===== config.mk =====
export PLATFORM = sky130hd
export DESIGN_NAME = exp4_gravador_sequencia
export DESIGN_NICKNAME = d
export VERILOG_FILES = /design/src/rtl/exp4_gravador_sequencia_pkg.sv /design/src/rtl/exp4_gravador_sequencia_sync_ram_dp.sv /design/src/rtl/exp4_gravador_sequencia.sv
export SDC_FILE = /design/constraint.sdc
export NUM_CORES = 1
export LEC_CHECK = 0
export ABC_AREA = 1
export BUFFER_PORTS_ARGS = -buffer_cell sky130_fd_sc_hd__buf_4
export CORE_ASPECT_RATIO = 0.75
export CORE_MARGIN = 2
export CORE_UTILIZATION = 45
export CTS_BUF_LIST = sky130_fd_sc_hd__clkbuf_8
export CTS_CLUSTER_DIAMETER = 200
export DETAILED_ROUTE_END_ITERATION = 8
export PLACE_DENSITY = 0.65
export SYNTH_ARGS = -nofsm -noshare
export SYNTH_HDL_FRONTEND = slang
export SYNTH_SLANG_ARGS = --single-unit
export TNS_END_PERCENT = 100

===== constraint.sdc =====
create_clock -name clock -period 1.8 [get_ports clock]
set_clock_uncertainty 0.05 [all_clocks]
set_input_delay 0.09 -clock clock [delete_from_list [all_inputs] [get_ports clock]]
set_output_delay 0.09 -clock clock [all_outputs]
set_load 0.005 [all_outputs]

===== src/rtl/exp4_gravador_sequencia_pkg.sv =====
// Shared state codes and default widths for the memory-game recorder and checker.
package exp4_gravador_sequencia_pkg;

    localparam int unsigned ADDR_W_DEF = 4;
    localparam int unsigned DATA_W_DEF = 4;
    localparam int unsigned ESTADO_W   = 4;

    typedef enum logic [ESTADO_W-1:0] {
        INICIAL  = 4'd0,
        PREPARA  = 4'd1,
        ESPERA   = 4'd2,
        REGISTRA = 4'd3,
        ESCREVE  = 4'd4,
        PROXIMO  = 4'd5,
        FIM      = 4'd6
    } estado_t;

endpackage


===== src/rtl/exp4_gravador_sequencia_sync_ram_dp.sv =====
// Dual-port RAM: one synchronous write port, one registered read-before-write read port.
module sync_ram_dp
    import exp4_gravador_sequencia_pkg::*;
#(
    parameter int unsigned ADDR_W = ADDR_W_DEF,
    parameter int unsigned DATA_W = DATA_W_DEF
) (
    input  logic              i_clk,
    input  logic              i_rst_n,
    input  logic              i_we,
    input  logic [ADDR_W-1:0] i_wr_addr,
    input  logic [DATA_W-1:0] i_wr_data,
    input  logic [ADDR_W-1:0] i_rd_addr,
    output logic [DATA_W-1:0] o_rd_data
);

    localparam int unsigned WORDS = 2 ** ADDR_W;

    logic [DATA_W-1:0] r_mem [WORDS];
    logic [DATA_W-1:0] r_rd_data;

    // Array deliberately has no reset; contents survive a controller reset.
    always_ff @(posedge i_clk) begin
        if (i_we) begin
            r_mem[i_wr_addr] <= i_wr_data;
        end
    end

    always_ff @(posedge i_clk) begin
        if (!i_rst_n) begin
            r_rd_data <= '0;
        end else begin
            r_rd_data <= r_mem[i_rd_addr];
        end
    end

    assign o_rd_data = r_rd_data;

endmodule


===== src/rtl/exp4_gravador_sequencia.sv =====
// Sequence recorder: stores one switch value per press into RAM, readable by the checker.
module exp4_gravador_sequencia
    import exp4_gravador_sequencia_pkg::*;
#(
    parameter int unsigned ADDR_W = ADDR_W_DEF,
    parameter int unsigned DATA_W = DATA_W_DEF,
    parameter int unsigned DEPTH  = 16
) (
    input  logic                clock,
    input  logic                reset,
    input  logic                iniciar,
    input  logic [DATA_W-1:0]   chaves,
    input  logic                jogada,
    input  logic [ADDR_W-1:0]   rd_endereco,
    output logic [DATA_W-1:0]   rd_dado,
    output logic                gravando,
    output logic                pronto,
    output logic [ADDR_W-1:0]   db_endereco,
    output logic [DATA_W-1:0]   db_chaves,
    output logic [ESTADO_W-1:0] db_estado
);

    localparam logic [ADDR_W-1:0] ULTIMO = ADDR_W'(DEPTH - 1);

    estado_t           r_estado;
    estado_t           w_prox;
    logic [ADDR_W-1:0] r_endereco;
    logic [DATA_W-1:0] r_chaves;
    logic              r_jogada_d;
    logic              r_gravando;
    logic              r_pronto;
    logic              w_borda;
    logic              w_we;

    assign w_borda = jogada & ~r_jogada_d;

    always_ff @(posedge clock) begin
        if (!reset) begin
            r_estado <= INICIAL;
        end else begin
            r_estado <= w_prox;
        end
    end

    always_comb begin
        w_prox = INICIAL;
        w_we   = 1'b0;
        case (r_estado)
            INICIAL:  w_prox = iniciar ? PREPARA : INICIAL;
            PREPARA:  w_prox = ESPERA;
            ESPERA:   w_prox = w_borda ? REGISTRA : ESPERA;
            REGISTRA: w_prox = ESCREVE;
            ESCREVE: begin
                w_we   = 1'b1;
                w_prox = (r_endereco == ULTIMO) ? FIM : PROXIMO;
            end
            PROXIMO:  w_prox = ESPERA;
            FIM:      w_prox = iniciar ? PREPARA : FIM;
            default:  w_prox = INICIAL;
        endcase
    end

    // Status flags are registered from the next state so they line up with r_estado.
    always_ff @(posedge clock) begin
        if (!reset) begin
            r_endereco <= '0;
            r_chaves   <= '0;
            r_jogada_d <= 1'b0;
            r_gravando <= 1'b0;
            r_pronto   <= 1'b0;
        end else begin
            r_jogada_d <= jogada;
            r_gravando <= (w_prox == ESPERA);
            r_pronto   <= (w_prox == FIM);
            case (r_estado)
                PREPARA: begin
                    r_endereco <= '0;
                    r_chaves   <= '0;
                end
                REGISTRA: r_chaves   <= chaves;
                PROXIMO:  r_endereco <= r_endereco + ADDR_W'(1);
                default: ;
            endcase
        end
    end

    sync_ram_dp #(
        .ADDR_W (ADDR_W),
        .DATA_W (DATA_W)
    ) u_ram (
        .i_clk     (clock),
        .i_rst_n   (reset),
        .i_we      (w_we),
        .i_wr_addr (r_endereco),
        .i_wr_data (r_chaves),
        .i_rd_addr (rd_endereco),
        .o_rd_data (rd_dado)
    );

    assign gravando    = r_gravando;
    assign pronto      = r_pronto;
    assign db_endereco = r_endereco;
    assign db_chaves   = r_chaves;
    assign db_estado   = r_estado;

endmodule

# After elaboration in Yosys (flattened, before gate mapping)
# Memory sizes are Yosys's and may differ from the RTL's. A register that Yosys moved wholly into a read port is not among the register bits.
# Cells that the tools add are included.
[word_totals]
regBits = 15
mem_bits_rw = 64
inputBits = 12
output_inout_bits = 18
wordCells = 34
n_memories = 1
[classes]
n_addsub = 1
eq_ne = 9
mux = 10
bitwise = 2
reduce_logical = 5
[memory_table]
columns = ["memory", "words", "width", "read_ports", "rd_ports_with_merged_regs", "wr", "line_no", "source"]
rows = [
  ["u_ram.r_mem", 16, 4, 1, 1, 1, "exp4_gravador_sequencia_sync_ram_dp.sv:19", "logic [DATA_W-1:0] r_mem [WORDS];"],
]
[op_table]
columns = ["operator", "count"]
rows = [
  ["$pmux 3 s6", 1],
  ["$eq 4x3->1 const B", 4],
  ["$pmux 4 s2", 2],
  ["$eq 4x2->1 const B", 3],
  ["$mux 1", 5],
  ["$add 4x1->4 const B", 1],
  ["$eq 4x1->1 const B", 1],
  ["$eq 4x4->1 const B", 1],
  ["$logic_not 4->1", 1],
  ["$reduce_bool 2->1", 2],
  ["$mux 3", 1],
  ["$mux 2", 1],
  ["$reduce_or 2->1", 1],
  ["$and 1x1->1", 1],
  ["$logic_not 1->1", 1],
  ["$not 1->1", 1],
]

# Longest topological paths before layout
# Gate-level depths: netlist of the first run.
[depth]
word_depth = 5
ltp_mapped = 9
mapped_depth_nobuf = 7

# Cells and area by module
# From an unflattened synthesis of the first run, not the netlist that was laid out.
[unflattened]
cells_unflattened = 380
area_unflattened_um2 = 3575.9
[by_module_without_submodules]
columns = ["module", "n_inst", "cells_per_inst", "area_each_um2", "seq_area_each_um2"]
rows = [
  ["sync_ram_dp", 1, 285, 2927.8, 2001.9],
  ["exp4_gravador_sequencia", 1, 95, 648.1, 280.3],
]

# Worst setup path before layout of the first run
# Ideal clock, no wire load.
[synth_path]
path_type = "reg-to-reg"
startpoint = "register r_endereco[0], in the netlist db_endereco[0]"
endpoint = "memory u_ram.r_mem[7][0] (netlist bit), enable pin"
t_arrival_ps = 1067
t_required_ps = 1389
slack_ps = 322
stages_incl_launch_ff = 4
synth_period_minus_slack_ps = 1478
path_cell_list = "dfxtp_1 > ha_1 > inv_1 > nor3_1"
[synth_rtl]
columns = ["item", "line_no", "source"]
rows = [
  ["from (decl)", "exp4_gravador_sequencia.sv:27", "logic [ADDR_W-1:0] r_endereco;"],
  ["from (signal assigned)", "exp4_gravador_sequencia.sv:81", "PROXIMO: r_endereco <= r_endereco + ADDR_W'(1);"],
  ["to (decl)", "exp4_gravador_sequencia_sync_ram_dp.sv:19", ""],
]
# Straight into the memory's write port.

# Final worst setup path of the first run
[layout_path]
startpoint = "register r_endereco[1], in the netlist db_endereco[1]"
endpoint = "memory u_ram.r_mem[11][2] (netlist bit), enable pin"
# Straight into the memory's write port.

==> results.cfg, run 1 <==
[status]
status = complete, no violations

[final_layout]
drive_gt1_share_pct = 13.7
multi_input_area_sq_um = 968
regArea_sq_um = 2280
antenna_cells = 0
fin_util_pct = 53.1
syn_to_final_growth_pct = 15.9
nets = 428
post_layout_nonfiller_instances = 522
nFillCells = 721

[sta]
rsz0062_at_grt = no
fin_setup_tns_ps = 0
max_slew.worst_pin.slew_ps = 556
finalWorstSetupSlack_ps = 118
setup_viol = 0
finalHoldViolations = 0
fin_crit_ps = 1680
slew_violations = 0
relSlewSlack_pct = 62.6
timing.fmax_mhz = 595
period_share_pct = 93.4

[worst_hold_path]
worst_hold_path.num_cells = 4
worstHoldStart = iniciar
hold_end = gravando$_SDFF_PN0_
hold_path.class = input pin to register

[worst_setup_path]
slowest_delay_ps = 500
r2r-end = u_ram.r_mem[11][2]$_DFFE_PP_
crit_path_top_delay_cell = nor3_1
crit_start = db_endereco[1]$_SDFFE_PN0P_
critical_path.cell_chain = ha_1, inv_1, nor3_1
start_kind = register
worstPathRequired_ps = 1740
r2r_slack_ps = 120
rr_startpoint = db_endereco[1]$_SDFFE_PN0P_
crit_path_max_fanout = 6
ff2ff_path_depth = 3
crit_type = register to register
crit_path_end_kind = register
arrival_ps = 1620

[yosys]
seq_area_frac_synth_pct = 64.1
synth.most_common_cell = nand2_1
syn_nets = 386
async_flop_share_pct = 0
ys.flop_type = edfxtp_1
yosysTopAreaCell = edfxtp_1
yosys-top-cells-area = edfxtp_1 54%, nand2_1 13%, dfxtp_1 10%
synthDistinctLibCells = 23
synth_edf_count = 64
ys_ff_latch = 82
syn_inst = 370
synth_top_cell_area_share_pct = 54.0
synth_common_cells = 124 x nand2_1, 64 x edfxtp_1, 50 x inv_1
syn_area_sq_um = 3560
yosysWarnings = 0
syn_avg_cell_area_sq_um = 9.62

[drt]
vias_per_cell = 4.89
wire_per_inst_um = 14.6
vias = 2550
routed_wl_um = 7600
drt-initial-drc-count = 198
drtAntennaViolNets = 0
first_pass_iters = 5
drc = 0

[clock_network]
cts-root-buf = clkbuf_8
clock_path_buffers = 2
worstSkewPairLatency_ps = 350
clk_pin_slew_ps = 80
cts_tree = built
clock_sinks = 82
cts-resized-gates = 0
h-tree-depth = 3
cts_buffers = 9

[power_and_ir_drop]
power.switching_uw = 797
p_per_area_nw_per_um2 = 862
p_total_uw = 3560
clkPwrFrac_pct = 35.3
switching_share_pct = 22.4
peakVddDrop_v = 0.000511
combPwrFrac_pct = 7.1
p_seq_share_pct = 57.6
p_leak_uw = 0.00180
p_int_uw = 2760

[run]
maxCapViolCount = 0

[placed_design]
dp_slack_ps = 132
gp_congestion = 0.822
port_buffers = 28
dp_hpwl_um = 5300
dp.cells = 498

[floorplanning]
io_pins = 30
placementRows = 28
dieArea_sq_um = 8650
initial_utilization_pct = 45.8
core_sq_um = 7780
die_h_um = 81.0
die-width_um = 107

[grt]
antenna_found_initial = 0
gr-total-overflow = 0
grt_usage_pct = 20.2
grt_pass1_vias = 2403
grt_pass1_wl_um = 12600
grt_start_max_net_pins = 34
power by group through the flow:
stage	clock, uW	sequential, uW	combinational (uW)
finish	1260	2050	251
global route	1370	2050	286
CTS	1290	2050	251
detailed placement	0	2090	236
global placement	0	2090	235
floorplan	0	2100	155
worst max-delay path, delay by kind of cell (launching register included):
family	cells	cell delay [ps]
buf+inv	1	100
simple gates	1	500
flops	1	440
fa+ha+maj	1	230
final cells by class:
| cell class | instances | area share (%) |
|---|---|---|
| Clock inverter | 7 | 1.52 |
| Inverter | 55 | 5.06 |
| Clock buffer | 9 | 3.00 |
| Multi-Input combinational cell | 220 | 23.5 |
| Timing Repair Buffer | 44 | 8.49 |
| Sequential cell | 82 | 55.3 |
| Tap cell | 105 | 3.18 |
worst max-delay path by stage:
stage          slack [ps]                            to
2_1_floorplan         320   u_ram.r_mem[7][0]$_DFFE_PP_
3_3_place_gp          230  u_ram.r_mem[11][3]$_DFFE_PP_
3_5_place_dp          130  u_ram.r_mem[11][2]$_DFFE_PP_
4_1_cts               110  u_ram.r_mem[11][2]$_DFFE_PP_
5_1_grt                 9  u_ram.r_mem[11][0]$_DFFE_PP_
6_report              120  u_ram.r_mem[11][2]$_DFFE_PP_
cells in the final DEF (no fill, tap or decap), types with 2 or more instances in the layout:
| cell | count |
|---|---|
| inv_1 | 52 |
| nor3_1 | 3 |
| ha_1 | 4 |
| dfxtp_1 | 18 |
| buf_4 | 36 |
| nand3_1 | 47 |
| inv_2 | 4 |
| a31oi_1 | 2 |
| a21oi_1 | 10 |
| nor2_2 | 2 |
| nand4_1 | 3 |
| nor2_1 | 19 |
| dlygate4sd3_1 | 8 |
| nand2_1 | 124 |
| o21ai_1 | 2 |
| clkbuf_8 | 9 |
| edfxtp_1 | 64 |
metal layers:
| metal | share of wire, % | vias to the layer above | routed length [um] | global-route usage, % |
|---|---|---|---|---|
| met1 | 47 | 1154 | 3610 | 29.6 |
| met5 | 0 | - | 0 | 0 |
| met2 | 42 | 114 | 3180 | 28.9 |
| li1 | - | 1269 | - | - |
| met3 | 8.9 | 13 | 678 | 4.82 |
| met4 | 1.7 | 0 | 132 | 8.57 |
registers in the layout, indices dropped and copies added, names as in the netlist:
signal           flops
db_chaves            4
r_jogada_d           1
pronto               1
u_ram.r_mem         64
db_endereco          4
gravando             1
db_estado            3
u_ram.o_rd_data      4
cell families (layout without fill, tap and decap cells):
logic type | Yosys count | after routing | share of synthesized area (%)
AOI/OAI and AO/OA | 15 | 15 | 2.18
DFF | 82 | 82 | 64.1
and+or+nand+nor | 199 | 199 | 23.3
buffers and inverters | 68 | 115 | 8.71
other | 1 | 1 | 0.105
adders and majority gates | 4 | 4 | 1.41
xor gates and xnor gates | 1 | 1 | 0.246
what timing repair did:
item / in CTS / in global routing
buffers inserted: 0 / 0
hold endpoints to repair: 14 / 0
hold buffers: 8 / 0
stage by stage:
stage	hold slack, ps	area [sq um]
after global routing	28.5	4130
final	19.5	4130
after CTS	1.30	4130
after floorplan	133	3560
after global placement	229	3860
after detailed placement	235	3860
(Power assumes the default switching activity.)
==> run 2, diff against run 1 <==
--- a/config.mk
+++ b/config.mk
@@ -13,7 +13,7 @@
 export CTS_BUF_LIST = sky130_fd_sc_hd__clkbuf_8
 export CTS_CLUSTER_DIAMETER = 200
 export DETAILED_ROUTE_END_ITERATION = 8
-export PLACE_DENSITY = 0.65
+export MAX_ROUTING_LAYER = met4
 export SYNTH_ARGS = -nofsm -noshare
 export SYNTH_HDL_FRONTEND = slang
 export SYNTH_SLANG_ARGS = --single-unit
==> results.cfg, run 2 (synthesized netlist as in run 1, its figures left out) <==
[floorplanning]
die_h_um = 81.0
dieArea_sq_um = 8650
die-width_um = 107
core_sq_um = 7780
initial_utilization_pct = 45.8
placementRows = 28
io_pins = 30

[clock_network]
cts-root-buf = clkbuf_8
clk_pin_slew_ps = 90
worstSkewPairLatency_ps = 350
cts_tree = built
cts_buffers = 9
clock_sinks = 82
clock_path_buffers = 2
h-tree-depth = 3

[worst_hold_path]
hold_path.class = input pin to register
worstHoldStart = rd_endereco[2]

[drt]
wire_per_inst_um = 15.1
vias = 2549
drtAntennaViolNets = 0
routed_wl_um = 7880
vias_per_cell = 4.88
first_pass_iters = 5
drc = 0
drt-initial-drc-count = 167

[worst_setup_path]
ff2ff_path_depth = 3
crit_path_max_fanout = 6
arrival_ps = 1560
worstPathRequired_ps = 1740
crit_type = register to register
crit_end = u_ram.r_mem[11][0]$_DFFE_PP_
start_kind = register
rr_startpoint = db_endereco[1]$_SDFFE_PN0P_
crit_start = db_endereco[1]$_SDFFE_PN0P_
crit_path_end_kind = register
r2r_slack_ps = 180
r2r-end = u_ram.r_mem[11][0]$_DFFE_PP_

[grt]
grt_pass1_vias = 2406
grt_usage_pct = 20.2
grt_pass1_wl_um = 12400
gr-total-overflow = 0
grt_start_max_net_pins = 34
antenna_found_initial = 0

[final_layout]
regArea_sq_um = 2280
nets = 428
nFillCells = 706
multi_input_area_sq_um = 968
final_cell_mix = 124 x nand2_1, 64 x edfxtp_1, 50 x inv_1
antenna_cells = 0
regMostFlops = u_ram.r_mem
syn_to_final_growth_pct = 17.0
largest_reg_flops = 64
final_common_cell = nand2_1
drive_gt1_share_pct = 14.1

[sta]
finalWorstSetupSlack_ps = 177
setup_viol = 0
max_slew.worst_pin.slew_ps = 494
relSlewSlack_pct = 66.8
slew_violations = 0
timing.fmax_mhz = 616
period_share_pct = 90.2
finalHoldViolations = 0
fin_crit_ps = 1620
rsz0062_at_grt = no
fin_setup_tns_ps = 0

[run]
maxCapViolCount = 0

[placed_design]
gp_congestion = 0.884
dp_hpwl_um = 5450
dp_slack_ps = 199
port_buffers = 28

[power_and_ir_drop]
p_leak_uw = 0.00182
p_total_uw = 3800
p_per_area_nw_per_um2 = 912
peakVddDrop_v = 0.000544

[status]
status = complete, no violations
==> run 2: cell types whose count changed in the layout (fill, tap and decap cells not counted), sizes merged <==
cell / before / now
dlygate4sd3: 8 / 9
bufinv: 1 / 2
buf: 36 / 35
clkinvlp: 1 / 0
==> run 2: stage by stage <==
stage	instances	cell area (sq um)	util (%)	hold slack, ps
after floorplan	370	3560	-	133
after global placement	497	3850	49.5	233
after detailed placement	497	3850	49.5	243
after CTS	522	4170	53.6	64.6
after global routing	522	4170	53.6	93.2
final	522	4170	53.6	82.9
==> run 2: per-layer routing <==
| layer | up-vias | share of wire, % | track usage [%] |
|---|---|---|---|
| met2 | 80 | 44 | 30.1 |
| li1 | 1269 | - | - |
| met5 | - | 0 | - |
| met1 | 1194 | 49 | 27.6 |
| met3 | 6 | 6.0 | 5.38 |
| met4 | 0 | 1.1 | 5.45 |
==> run 2: worst max-delay path, stage by stage (launching register included) <==
cell	delay, ps
dfxtp_1	440
ha_1	230
inv_1	100
nor3_1	450
==> run 2: how the worst min path moves through the flow <==
stage / to / cells after the start
3_5_place_dp: r_jogada_d$_SDFF_PN0_ / 3
5_1_grt: u_ram.o_rd_data[3]$_SDFF_PN0_ / 4
4_1_cts: u_ram.o_rd_data[3]$_SDFF_PN0_ / 4
2_1_floorplan: r_jogada_d$_SDFF_PN0_ / 2
6_report: u_ram.o_rd_data[0]$_SDFF_PN0_ / 4
3_3_place_gp: r_jogada_d$_SDFF_PN0_ / 3
==> run 2: repair_timing <==
action,in CTS,in global routing
buffers inserted,0,0
hold buffers,9,0
gates resized for setup,0,0
hold endpoints to repair,13,0
==> run 2: layout make-up <==
class,count,share of cell area (%)
clock inverter,7,2.40
inverter,55,5.01
multi-input combinational,220,23.2
tap,105,3.15
clock buffer,9,2.97
timing repair buffer,44,8.47
sequential,82,54.8
==> run 2: report_power, final <==
part,internal [uW],switching [uW]
clock,794,701
combinational,100,157
sequential,2040,13.0
